$ cat config.mk
export PLATFORM = sky130hd
export DESIGN_NAME = usb_spi_target
export DESIGN_NICKNAME = d
export VERILOG_FILES = /design/src/rtl/usb_spi_target.sv
export SDC_FILE = /design/constraint.sdc
export NUM_CORES = 1
export LEC_CHECK = 0
export BUFFER_PORTS_ARGS = -buffer_cell sky130_fd_sc_hd__buf_2
export CORE_UTILIZATION = 36
export DETAILED_ROUTE_END_ITERATION = 7
export PLACE_DENSITY = 0.61
export SETUP_SLACK_MARGIN = 0.4
export SYNTH_ARGS = -nofsm -noshare
export SYNTH_HDL_FRONTEND = slang
export SYNTH_SLANG_ARGS = --single-unit
export TNS_END_PERCENT = 5
$ cat constraint.sdc
create_clock -name clk_48mhz -period 1.9 [get_ports clk_48mhz]
set_input_delay 0 -clock clk_48mhz [delete_from_list [all_inputs] [get_ports clk_48mhz]]
set_output_delay 0 -clock clk_48mhz [all_outputs]
set_load 0.005 [all_outputs]
$ cat src/rtl/usb_spi_target.sv
// ---------------------------------------------------------------------------
// usb_spi_target
//
// SPI mode-0 target port running in the clk_48mhz domain. An external SPI
// host clocks bytes in on MOSI and out on MISO. Received bytes are presented
// on a valid/ready output stream. Transmit bytes are pulled from a
// valid/ready input stream at each byte boundary. When no transmit byte is
// available, FILL_BYTE is sent instead.
//
// Ports:
//   clk_48mhz    in   system clock, all state lives here
//   reset_n      in   asynchronous active-low reset
//   spi_csel     in   chip select, active low
//   spi_clk      in   SCLK, idle low
//   spi_mosi     in   host-to-target data, MSB first
//   spi_miso     out  target-to-host data, MSB first
//   spi_miso_oe  out  MISO output enable, high while selected
//   in_data      in   next byte to transmit
//   in_valid     in   in_data is valid
//   in_ready     out  one-cycle load strobe (byte taken when in_valid too)
//   out_data     out  received byte
//   out_valid    out  out_data valid, held until accepted
//   out_ready    in   consumer accepts out_data
//   rx_overrun   out  sticky: received byte dropped (status build only)
//   tx_underrun  out  sticky: fill byte sent (status build only)
//
// Build option:
//   USB_SPI_TARGET_STATUS_EN - when defined, rx_overrun and tx_underrun are
//   sticky flags that clear at each CS fall. When undefined, both are tied
//   low and no status flops exist.
// ---------------------------------------------------------------------------
`timescale 1ns/1ps
`default_nettype none

module usb_spi_target #(
    parameter logic [7:0] FILL_BYTE   = 8'hFF,
    parameter int         SYNC_STAGES = 2
) (
    input  logic       clk_48mhz,
    input  logic       reset_n,
    input  logic       spi_csel,
    input  logic       spi_clk,
    input  logic       spi_mosi,
    output logic       spi_miso,
    output logic       spi_miso_oe,
    input  logic [7:0] in_data,
    input  logic       in_valid,
    output logic       in_ready,
    output logic [7:0] out_data,
    output logic       out_valid,
    input  logic       out_ready,
    output logic       rx_overrun,
    output logic       tx_underrun
);

    localparam logic [0:0] ST_IDLE   = 1'b0;
    localparam logic [0:0] ST_ACTIVE = 1'b1;

    logic [SYNC_STAGES-1:0] cs_sync;
    logic [SYNC_STAGES-1:0] sclk_sync;
    logic [SYNC_STAGES-1:0] mosi_sync;

    logic cs_s;
    logic sclk_s;
    logic mosi_s;

    logic cs_prev;
    logic sclk_prev;
    logic mosi_d;
    logic cs_fall;
    logic cs_rise;
    logic sclk_rise;
    logic sclk_fall;

    logic [0:0] state;
    logic [2:0] bit_cnt;
    logic [7:0] rx_shift;
    logic [7:0] tx_shift;

    logic       active;
    logic       byte_done;
    logic       load_point;
    logic [7:0] rx_byte;
    logic [7:0] tx_next;

    // Input synchronisers. CS resets to deselected and SCLK to its idle
    // level, so leaving reset never looks like a pin edge.
    always_ff @(posedge clk_48mhz or negedge reset_n) begin
        if (!reset_n) begin
            cs_sync   <= '1;
            sclk_sync <= '0;
            mosi_sync <= '0;
        end else begin
            cs_sync   <= {cs_sync[SYNC_STAGES-2:0], spi_csel};
            sclk_sync <= {sclk_sync[SYNC_STAGES-2:0], spi_clk};
            mosi_sync <= {mosi_sync[SYNC_STAGES-2:0], spi_mosi};
        end
    end

    assign cs_s   = cs_sync[SYNC_STAGES-1];
    assign sclk_s = sclk_sync[SYNC_STAGES-1];
    assign mosi_s = mosi_sync[SYNC_STAGES-1];

    // Edge detection. The edge flags are registered. mosi_d is delayed by
    // the same stage, so when sclk_rise is high, mosi_d holds the MOSI level
    // that was present at that SCLK rise.
    always_ff @(posedge clk_48mhz or negedge reset_n) begin
        if (!reset_n) begin
            cs_prev   <= 1'b1;
            sclk_prev <= 1'b0;
            mosi_d    <= 1'b0;
            cs_fall   <= 1'b0;
            cs_rise   <= 1'b0;
            sclk_rise <= 1'b0;
            sclk_fall <= 1'b0;
        end else begin
            cs_prev   <= cs_s;
            sclk_prev <= sclk_s;
            mosi_d    <= mosi_s;
            cs_fall   <= cs_prev & ~cs_s;
            cs_rise   <= ~cs_prev & cs_s;
            sclk_rise <= ~sclk_prev & sclk_s;
            sclk_fall <= sclk_prev & ~sclk_s;
        end
    end

    assign active     = (state == ST_ACTIVE);
    // A CS rise seen in the same cycle as the 8th SCLK rise aborts the byte.
    assign byte_done  = active & sclk_rise & ~cs_rise & (bit_cnt == 3'd7);
    assign load_point = (cs_fall & ~cs_rise) | byte_done;
    assign rx_byte    = {rx_shift[6:0], mosi_d};
    assign tx_next    = in_valid ? in_data : FILL_BYTE;

    assign in_ready    = load_point;
    assign spi_miso_oe = active;

    // Transfer state machine and the shift registers.
    // At a CS-fall load, bit 7 goes straight to MISO and the register keeps
    // the remaining bits pre-shifted. At an 8th-rise load, the whole byte is
    // stored and bit 7 is output on the next SCLK fall. Both cases then use
    // the same "output tx_shift[7] and shift left" step on every SCLK fall.
    always_ff @(posedge clk_48mhz or negedge reset_n) begin
        if (!reset_n) begin
            state    <= ST_IDLE;
            bit_cnt  <= 3'd0;
            rx_shift <= 8'h00;
            tx_shift <= 8'h00;
            spi_miso <= 1'b0;
        end else if (cs_rise) begin
            state    <= ST_IDLE;
            bit_cnt  <= 3'd0;
            spi_miso <= 1'b0;
        end else if (cs_fall) begin
            state    <= ST_ACTIVE;
            bit_cnt  <= 3'd0;
            spi_miso <= tx_next[7];
            tx_shift <= {tx_next[6:0], 1'b0};
        end else if (active) begin
            if (sclk_rise) begin
                rx_shift <= rx_byte;
                bit_cnt  <= bit_cnt + 3'd1;
                if (bit_cnt == 3'd7) begin
                    tx_shift <= tx_next;
                end
            end else if (sclk_fall) begin
                spi_miso <= tx_shift[7];
                tx_shift <= {tx_shift[6:0], 1'b0};
            end
        end
    end

    // Output stream register. A completed byte is accepted only when the
    // holding register is empty or is being emptied in the same cycle.
    // Otherwise the new byte is dropped.
    always_ff @(posedge clk_48mhz or negedge reset_n) begin
        if (!reset_n) begin
            out_data  <= 8'h00;
            out_valid <= 1'b0;
        end else if (byte_done && (!out_valid || out_ready)) begin
            out_data  <= rx_byte;
            out_valid <= 1'b1;
        end else if (out_valid && out_ready) begin
            out_valid <= 1'b0;
        end
    end

`ifdef USB_SPI_TARGET_STATUS_EN
    logic rx_overrun_q;
    logic tx_underrun_q;

    // Sticky status flags, cleared at the start of each transaction.
    // A CS-fall load with no data clears and then sets tx_underrun in the
    // same cycle. The later assignment (set) wins, so that transaction
    // still reports the underrun.
    always_ff @(posedge clk_48mhz or negedge reset_n) begin
        if (!reset_n) begin
            rx_overrun_q  <= 1'b0;
            tx_underrun_q <= 1'b0;
        end else begin
            if (cs_fall) begin
                rx_overrun_q  <= 1'b0;
                tx_underrun_q <= 1'b0;
            end
            if (byte_done && out_valid && !out_ready) begin
                rx_overrun_q <= 1'b1;
            end
            if (load_point && !in_valid) begin
                tx_underrun_q <= 1'b1;
            end
        end
    end

    assign rx_overrun  = rx_overrun_q;
    assign tx_underrun = tx_underrun_q;
`else
    assign rx_overrun  = 1'b0;
    assign tx_underrun = 1'b0;
`endif

endmodule

`default_nettype wire

==> metrics <==
CP required=around 2100 ps; maxcap violations=0; fin. max-slew vios=0; Worst Path Arrival=1740 ps; Crit Path Max Fanout=7; Period minus WS final=1560 ps; drt pass-1 iters=3; average wire per standard cell=13.7 um; Top Usage Layer GRT=met2; Synth cell types=26; Post-Synthesis Cells=about 130; Die Y=72.7 um; diode count=0; die area=0.00529 mm^2; vias=between 1000 and 1500; crit-path leading delay family=flip-flops; die width=72.7 um; Worst Path Class, Setup=flop to flop; Synth Flop Type=dfrtp_1; layout cell share with drive strength beyond 1=46.6%; Starting Density=37.9%; initial antenna violation count=0; met2 Use GR=between 20% and 30%; Ports=29; Root Buffer=clkbuf_8; row cnt=25; Port-buffer cells=26; RSZ-0062 raised after global routing=yes; crit start category=flop; TritonCTS clock tree=done; Mapped Area=around 0.0018 mm^2; power density over cell area=847 mW/mm^2; Worst-Skew Late Latency=290 ps; share of the yosys chip area belonging to registers=58.5%; Critical-path top delay cell=dfrtp_1; status=finished, final reports clean; DRC Markers=0; Synth area leaders=dfrtp_1 54%, mux2_2 14%, dfstp_2 4.4%; Post-synth EDFFs=0; leakage power=roughly 0.0011 uW; most common cell after layout, fill and taps aside=dfrtp_1; Critical path buffers and inverters=1; fin nets=190; switch share=25.8%; Hold Path Class=input port to flop; cell breakdown of the critical path=ha_2 > ha_4 > nand3_4 > nor3_4 > buf_12 > mux2_4; Clock Path Buffers=2; iteration-0 DRC count of the detailed router=12; Util after Layout=approximately half; # setup viols final=0; Final ANT Viol Nets=0; vias in the first global route=1214; drt total wl=3300 um; Psw=500 uW; Final Hold Viols=0; Seq pwr share=56.7%; VDD IR max=0.000526 V; clock skew=8.98 ps; Inserted Clock Buffers=5; Yosys reg bits=42; ratio of final minimum period to clock period=a little over 80%; fmax=639 MHz; Clock Power Share=about 29%; met3 GRT Util=~2.9%; all-layer global routing usage=13.6%; P&R area growth vs syn=26.7%; M1 GR Usage=17.4%; Async SR Flop Fraction=100%; crit path capture type=flop; part of the power in combinational logic=14.0%; GP Congestion=0.739; Ys Warns=0; first-pass GRT wire length=between 5000 and 6000 um; Total Neg Setup Slack=0 ps; Reg clk slew, reported paths=90 ps; most frequent cells in the layout=37 x dfrtp_1, 26 x buf_2, 15 x mux2_2; largest net degree at the start of global routing=26; Synth area leader=dfrtp_1; grt ovf=0; Avg Cell Area, Syn=13.6 um^2; Clock Sink Count=42; Synth top area share=54.2%; post-DP HPWL=2210 um; H-Tree Level Count=2; vias per inst=4.67; FILL cells=424; Reg2Reg Setup Slack=340 ps; Int Power=1430 uW; CORE AREA=0.00475 mm^2; CP peak stage delay=370 ps
==> power by group through the flow <==
stage                     clock network, uW  logic [uW]  registers (uW)
after floorplan                           0         187            1080
after global placement                    0         242            1110
after detailed placement                  0         253            1110
after CTS                               590         270            1090
after global routing                    618         298            1120
final                                   568         270            1100
==> area by class of cell <==
class	instances	area, um^2	share of cell area [%]
Inverter	1	3.75	0.164
Timing Repair Buffer	41	278	12.2
Clock buffer	5	68.8	3.01
Multi-Input combinational cell	82	771	33.8
Clock inverter	3	21.3	0.932
Tap cell	67	83.8	3.67
Sequential cell	42	1060	46.3
==> synthesized netlist by cell type, types with 2 or more instances <==
master	instances
dfrtp_1	39
mux2_2	23
nor2b_1	12
o21bai_1	8
and3b_1	7
o22ai_1	7
mux2i_1	4
buf_4	3
clkbuf_1	3
dfstp_2	3
nor3_1	3
buf_2	2
ha_1	2
nor2_1	2
nor3_4	2
nor3b_1	2
==> cells by family (layout without fill, tap and decap cells) <==
logic type,Yosys count,count (layout),synth area share [%]
compound gates,18,18,7.15
xor+xnor,1,1,0.486
fa+ha+maj,2,2,1.39
buf+inv,9,50,2.64
flops,42,42,58.5
mux,27,27,16.6
other cells,1,2,0.208
simple gates,32,32,13.0
==> state kept, by name (all words and copies together), names as in the netlist <==
register	cells
tx_shift	8
cs_prev	1
cs_fall	1
sclk_fall	1
bit_cnt	3
spi_miso	1
spi_miso_oe	1
cs_sync	2
sclk_sync	2
rx_shift	7
mosi_d	1
out_data	8
sclk_prev	1
sclk_rise	1
out_valid	1
mosi_sync	2
cs_rise	1
==> worst register-to-register path, cell delays in order, from the launching register on <==
cell and delay [ps]:
dfrtp_1 370, ha_2 200, ha_4 150, nand3_4 90, nor3_4 180, buf_12 160, mux2_4 300
==> path summary, 6_finish.rpt <==
kind / end / start / depth (start not counted)
setup reg to reg: out_data[0]$_DFFE_PN0P_ / bit_cnt[0]$_DFFE_PN0P_ / 6
min in group asynchronous: tx_shift[6]$_DFFE_PN0P_ / reset_n / 2
hold / removal: out_valid$_DFFE_PN0P_ / out_ready / 3
setup / recovery: out_data[0]$_DFFE_PN0P_ / bit_cnt[0]$_DFFE_PN0P_ / 6
max in group asynchronous: cs_prev$_DFF_PN1_ / reset_n / 3
hold reg to reg: cs_sync[1]$_DFF_PN1_ / cs_sync[0]$_DFF_PN1_ / 0
==> routing by layer <==
metal	up-vias	routed length, um
met3	4	110
met4	0	42
met1	547	1540
li1	549	-
met2	26	1610
met5	-	0
==> repair_timing <==
| item | 4_1_cts | 5_1_grt |
|---|---|---|
| resized for setup | 14 | 3 |
| endpoints found under the hold margin | 20 | 0 |
| pin swaps | 2 | 3 |
| hold buffers | 4 | 0 |
| endpoints found under the setup margin | 23 | 24 |
| buffers inserted | 5 | 1 |
==> through the flow <==
stage,instance area (um^2),std cells,power (uW),hold slack [ps],setup slack (ps)
final,2280,241,1930,46.6,336
after global routing,2280,241,2030,49.2,258
after CTS,2260,240,1950,34.2,289
after detailed placement,2010,223,1360,-41.8,175
after global placement,2010,223,1350,-49.8,258
after floorplan,1810,133,1270,-296,379
(Power assumes the default switching activity.)
